[config.mk]
export PLATFORM = sky130hd
export DESIGN_NAME = mem_request_unit
export DESIGN_NICKNAME = d
export VERILOG_FILES = /design/src/rtl/mem_request_unit.sv
export SDC_FILE = /design/constraint.sdc
export NUM_CORES = 1
export LEC_CHECK = 0
export ABC_AREA = 0
export CORE_MARGIN = 1.5
export CORE_UTILIZATION = 40
export CTS_CLUSTER_SIZE = 8
export DETAILED_ROUTE_END_ITERATION = 8
export DONT_BUFFER_PORTS = 1
export PLACE_DENSITY_LB_ADDON = 0.05
export SYNTH_ARGS = -nofsm -noshare
export SYNTH_HDL_FRONTEND = slang
export SYNTH_SLANG_ARGS = --single-unit
[constraint.sdc]
create_clock -name CLK -period 3.35 [get_ports CLK]
set_clock_uncertainty 0.15 [all_clocks]
set_input_delay 0.67 -clock CLK [delete_from_list [all_inputs] [get_ports CLK]]
set_output_delay 0.67 -clock CLK [all_outputs]
set_load 0.05 [all_outputs]
[src/rtl/mem_request_unit.sv]
// rtl/mem_request_unit.sv - pending data-request buffer with overflow and head-age watchdog
module mem_request_unit #(
    parameter int DEPTH   = 4,
    parameter int AW      = 32,
    parameter int DW      = 32,
    parameter int TIMEOUT = 255
) (
    input  logic                     CLK,
    input  logic                     nRST,
    input  logic                     ihit,
    input  logic                     dhit,
    input  logic                     dMemRe,
    input  logic                     dMemWr,
    input  logic [AW-1:0]            daddr_in,
    input  logic [DW-1:0]            dstore_in,
    input  logic                     flush,
    output logic                     imemREN,
    output logic                     dmemREN,
    output logic                     dmemWEN,
    output logic [AW-1:0]            dmemaddr,
    output logic [DW-1:0]            dmemstore,
    output logic [$clog2(DEPTH):0]   pending,
    output logic                     full,
    output logic                     overflow,
    output logic                     timeout_err
);

    localparam int PW  = $clog2(DEPTH);
    localparam int AGW = $clog2(TIMEOUT + 1);
    localparam logic [PW:0]    DEPTH_C   = (PW + 1)'(DEPTH);
    localparam logic [AGW-1:0] TIMEOUT_C = AGW'(TIMEOUT);

    logic [PW-1:0]  rd_ptr;
    logic [PW-1:0]  wr_ptr;
    logic [PW:0]    count;
    logic [PW:0]    count_next;
    logic [AGW-1:0] age;

    logic           type_mem [DEPTH];
    logic [AW-1:0]  addr_mem [DEPTH];
    logic [DW-1:0]  data_mem [DEPTH];

    logic push_req;
    logic do_pop;
    logic do_push;
    logic drop;
    logic has_head;

    assign has_head = (count != '0);
    assign push_req = ihit && (dMemRe || dMemWr);
    assign do_pop   = dhit && has_head && !flush;
    // A full buffer still accepts a push when the head leaves on the same edge.
    assign do_push  = push_req && !flush && ((count != DEPTH_C) || do_pop);
    assign drop     = push_req && !flush && (count == DEPTH_C) && !do_pop;

    always_comb begin
        count_next = count;
        if (flush)
            count_next = '0;
        else
            count_next = count + {{PW{1'b0}}, do_push} - {{PW{1'b0}}, do_pop};
    end

    always_ff @(posedge CLK) begin
        if (do_push) begin
            type_mem[wr_ptr] <= dMemWr;
            addr_mem[wr_ptr] <= daddr_in;
            data_mem[wr_ptr] <= dstore_in;
        end
    end

    always_ff @(posedge CLK or negedge nRST) begin
        if (!nRST) begin
            rd_ptr      <= '0;
            wr_ptr      <= '0;
            count       <= '0;
            age         <= '0;
            imemREN     <= 1'b0;
            overflow    <= 1'b0;
            timeout_err <= 1'b0;
        end else begin
            count   <= count_next;
            imemREN <= (count_next != DEPTH_C);
            if (flush) begin
                rd_ptr <= '0;
                wr_ptr <= '0;
            end else begin
                if (do_pop)
                    rd_ptr <= rd_ptr + PW'(1);
                if (do_push)
                    wr_ptr <= wr_ptr + PW'(1);
            end
            if (drop)
                overflow <= 1'b1;
            if (age == TIMEOUT_C)
                timeout_err <= 1'b1;
            // Age tracks how long the current head has waited; it restarts per head.
            if (flush || do_pop || !has_head)
                age <= '0;
            else if (age != TIMEOUT_C)
                age <= age + AGW'(1);
        end
    end

    assign pending   = count;
    assign full      = (count == DEPTH_C);
    assign dmemREN   = has_head && !type_mem[rd_ptr];
    assign dmemWEN   = has_head &&  type_mem[rd_ptr];
    assign dmemaddr  = has_head ? addr_mem[rd_ptr] : '0;
    assign dmemstore = has_head ? data_mem[rd_ptr] : '0;

endmodule

==> Yosys cells after proc, flatten, opt, wreduce, memory -nomap -nowiden <==
Memories as Yosys holds them, arrays and structs flattened.
Cells that the tools add are included.
{ "op_classes": {"n_mux": 11, "n_div": 0, "mul": 0, "eq_ne": 5, "magnitude_cmp": 0, "n_addsub": 5, "bitwise_logic": 0, "reduce_logical": 21, "shifts": 0} }
{ "ops": {"columns": ["cell", "n"], "rows": [
  ["$mux W32", 2],
  ["$mux W8", 2],
  ["$logic_and A1 B1 Y1", 9],
  ["$add A8 B1 Y8 const B", 1],
  ["$eq A8 B8 Y1 const B", 1],
  ["$mux W2", 4],
  ["$ne A8 B8 Y1 const B", 1],
  ["$ne A3 B3 Y1 const B", 2],
  ["$reduce_bool A2 Y1", 3],
  ["$add A2 B1 Y2 const B", 2],
  ["$logic_not A1 Y1", 4],
  ["$logic_or A1 B1 Y1", 4],
  ["$add A3 B1 Y3", 1],
  ["$eq A3 B3 Y1 const B", 1],
  ["$mux W3", 1],
  ["$reduce_bool A3 Y1", 1],
  ["$sub A3 B1 Y3", 1],
  ["$mux W1", 2]
]} }
{ "totals": {"output_inout_bits": 73, "regBits": 18, "ramBits": 260, "latchBits": 0, "rom_bits": 0, "mem_count": 3} }
{ "memory_table": {"columns": ["memory", "depth", "word_bits", "read_ports", "rd_clocked_by_memory_dff", "write_ports", "line", "rtl"], "rows": [
  ["addr_mem", 4, 32, 1, 0, 1, "40", "logic [AW-1:0] addr_mem [DEPTH];"],
  ["data_mem", 4, 32, 1, 0, 1, "41", "logic [DW-1:0] data_mem [DEPTH];"],
  ["type_mem", 4, 1, 1, 0, 1, "39", "logic type_mem [DEPTH];"]
]} }

==> Depth between registers and ports, before layout <==
{ "depth": {"word_depth": 9, "mapped_depth": 9, "mapped_depth_nobuf": 9} }

==> Worst setup path before layout <==
Ideal clock, no wire load.
{ "synth_timing": {"kind": "reg-to-reg", "start": "reg count[1], in the netlist pending[1]", "end": "mem addr_mem[0][0], enable pin", "arrival_time_ps": 3025, "setup_slack_ps": -255, "synth_period_minus_slack_ps": 3605, "stages_incl_launch_ff": 4, "required_ps": 2770, "cell_sequence": "dfrtp_1 > nor3b_2 > a211oi_1 > and2_1"} }
{ "synth_between": {"elab_chain_cells": 7, "word_cells_on_any_way": 8} }
{ "synth_rtl": {"columns": ["element", "line", "rtl"], "rows": [
  ["start, declared", "35", "logic [PW:0] count;"],
  ["start signal, assigned", "82", "count <= count_next;"],
  ["$reduce_bool A3 Y1", "49", "assign has_head = (count != '0);"],
  ["$logic_and A1 B1 Y1 (2 in a row)", "51", "assign do_pop = dhit && has_head && !flush;"],
  ["$logic_or A1 B1 Y1 (*)", "53", "assign do_push = push_req && !flush && ((count != DEPTH_C) || do_pop);"],
  ["$logic_and A1 B1 Y1 (*)", "53", null],
  ["$mux W1 (*)", "65", "if (do_push) begin"],
  ["$mux W1 (not written as such) (*)", "67", "addr_mem[wr_ptr] <= daddr_in;"],
  ["end, declared", "40", null]
]} }
Every way passes the cells marked *; elsewhere a longest branch is shown, timed or not.

==> Final worst setup path <==
{ "layout_timing": {"start": "reg rd_ptr[0]", "end": "out dmemstore[0]"} }
{ "layout_between": {"elab_chain_cells": 2} }
{ "layout_rtl": {"columns": ["element", "line", "rtl"], "rows": [
  ["start, declared", "33", "logic [PW-1:0] rd_ptr;"],
  ["start signal, assigned", "89", "rd_ptr <= rd_ptr + PW'(1);"],
  ["$mem_v2 Z4 W32", null, null],
  ["$mux W32", "110", "assign dmemstore = has_head ? data_mem[rd_ptr] : '0;"],
  ["end, declared", "21", "output logic [DW-1:0] dmemstore,"]
]} }
Every way passes these cells.

==> results.yml <==
outcome:
  status: "finished clean"
power:
  power_uw: 10390
  ir_drop_mv: 0.4777
  p_per_area_nw_per_um2: 823.4
  cellLeakagePower_uw: 0.004066
global_route:
  grt_pass1_wl_um: 34160
  grt_antenna_before_repair: 0
  grt_max_degree: 45
  grt_pass1_vias: 5655
  gr-total-overflow: 0
  track_usage: 0.1629
logic_synthesis:
  synth_warnings: 0
  ys_async_sr_fraction: 0.06475
  synth_edf_count: 260
  syn_area_um2: 10890
  syn-num-nets: 597
  synth_ff_type: "edfxtp_1"
  syn_inst: 519
  synth.distinct_cells: 47
  ys_ff_latch: 278
  synth-seq-area-share: 0.7583
  syn_area_per_cell_um2: 20.98
drt:
  drtIter0Drc: 378
  firstDrtPassIters: 4
  wire_per_inst_um: 24.06
  antenna_left: 0
  drc: 0
  wirelength_um: 22160
  viasPerCell: 5.448
  vias: 5018
setup_path:
  r2r_slack_ns: 0.66
  slowest_stage: "dfrtp_4"
  cp_data_required_time_ns: 2.53
  crit_type: "reg -> out"
  crit_chain: "buf_12, mux4_2, and2_1"
  worstSetupStartpointType: "flop"
  worstReg2RegStart: "pending[2]"
  crit_fanout: 21
  cp-end-kind: "output port"
  r2r_end: "imemREN"
  crit_arrival_ns: 2.34
  reg2reg_depth: 11
  cpPeakStageDelay_ns: 0.66
timing:
  worst_pin_slew_ns: 0.8790
  hold_viol: 0
  fin_crit_sh: 0.9441
  setup_viol: 0
  fin_crit_ns: 3.163
  final.setup.tns_ns: 0
  slew_viol_final: 0
  rsz0062_at_grt: "no"
  maxSlewHeadroom: 0.4121
  fmax_mhz: 316.2
  holdWs_ns: 0.08048
placement:
  dpl.hpwl_um: 13360
  gp_congestion: 0.7432
  portBuffers: 0
  post-place-cells: 863
floorplanning:
  core_um2: 26800
  dieHeight_um: 168.0
  die_area_um2: 28230
  die_w_um: 168.0
  ioPinCount: 144
  start_util: 0.4063
  rows: 60
hold_path:
  hold_path_depth: 1
  min_to: "rd_ptr[0]"
  hold_start: "flush"
  hold_class: "in -> reg"
finish:
  final_cell_mix: "edfxtp_1, mux4_2, and2_1"
  fin_util: 0.4710
  drive_above_1_share: 0.2534
  syn_to_final_growth_pct: 15.91
  stdcell_count: 921
  diodes: 0
  fin_nets: 643
  final_common_cell: "edfxtp_1"
clocking:
  clock_latency_ns: 0.50
  cts_tree: "done"
  clockBufferDepth: 3
  cts_sinks: 278
  htreeDepth: 2
  cts_buffers: 40
  post_cts_buffers: 0
  clkTransAtPathRegs_ns: 0.05
  clock-root-buffer: "clkbuf_16"
run:
  drv_cap: 0
[worst max path at each step]
| stage | to | start | slack (ns) | depth (start not counted) |
|---|---|---|---|---|
| after floorplan | imemREN | pending[2] | 0.25 | 9 |
| after global placement | dmemstore[0] | rd_ptr[0] | 0.66 | 3 |
| after detailed placement | dmemstore[0] | rd_ptr[0] | 0.65 | 3 |
| after CTS | dmemstore[0] | rd_ptr[0] | 0.12 | 3 |
| after global routing | dmemstore[0] | rd_ptr[0] | 0.08 | 3 |
| final | dmemstore[0] | rd_ptr[0] | 0.19 | 3 |
[per-stage QoR]
stage	setup WS (ns)	cell area [um2]
2_1_floorplan	0.2491	10900
3_3_place_gp	0.6586	11530
3_5_place_dp	0.6506	11530
4_1_cts	0.1158	12620
5_1_grt	0.07889	12620
6_report	0.1873	12620
[worst max-delay path: cells and delay by family, from the launching register on]
kind | cells | cell delay, ns
buffers and inverters | 1 | 0.27
and+or+nand+nor | 1 | 0.35
muxes | 1 | 0.55
DFF | 1 | 0.66
[cell type report]
cell class                      instances  area, um2
Clock inverter                          1      3.754
Tap cell                              341      426.7
Inverter                                6      22.52
Sequential cell                       278       8265
Multi-Input combinational cell        208       2437
Clock buffer                           56       1082
Fill cell                            2216      14180
Timing Repair Buffer                   31      385.4
[power by group]
group	switching, uW	internal (uW)
Combinational	2020	764
Sequential	133	3960
Clock	1320	2200
Total	3480	6920
[sequential cells by signal, indices dropped and copies added, names as in the netlist]
register	cells
pending	3
overflow	1
wr_ptr	2
addr_mem	128
imemREN	1
age	8
timeout_err	1
type_mem	4
rd_ptr	2
data_mem	128
[synthesized netlist by cell type (2+ instances only)]
| library cell | count | area share |
|---|---|---|
| buf_2 | 8 | 0.0037 |
| buf_12 | 3 | 0.0055 |
| and2_1 | 69 | 0.040 |
| mux4_2 | 65 | 0.13 |
| ha_1 | 6 | 0.0069 |
| dfrtp_1 | 18 | 0.041 |
| xor2_1 | 2 | 0.0016 |
| inv_1 | 6 | 0.0021 |
| clkbuf_1 | 11 | 0.0038 |
| nand3b_1 | 2 | 0.0014 |
| mux2i_1 | 3 | 0.0028 |
| edfxtp_1 | 260 | 0.72 |
| a21oi_1 | 4 | 0.0018 |
| nand4_1 | 2 | 0.0011 |
| nand3_1 | 6 | 0.0028 |
| a211oi_1 | 3 | 0.0021 |
| o21ai_0 | 2 | 0.00092 |
| nor3_1 | 7 | 0.0032 |
| nand2_1 | 5 | 0.0017 |
| nor2_1 | 10 | 0.0034 |
[layer usage]
layer / vias to the layer above / track usage / wire, um
met5: - / 0 / 0
met4: 0 / 0.05288 / 525
met3: 42 / 0.05971 / 1804
met2: 144 / 0.2745 / 10970
met1: 2659 / 0.1948 / 8855
li1: 2173 / - / -
[repair_timing]
item / 4_1_cts / 5_1_grt
hold buffers: 1 / 0
endpoints found under the hold margin: 18 / 0
gates resized for setup: 0 / 0
[cells by family after synthesis]
kind of cell	share of synthesized area
DFF	0.7583
and+or+nand+nor	0.06055
buffers and inverters	0.01896
AOI/OAI and AO/OA	0.01161
adders and majority gates	0.008732
muxes	0.1382
xor gates and xnor gates	0.003677
Power figures use the tool's default switching activity.
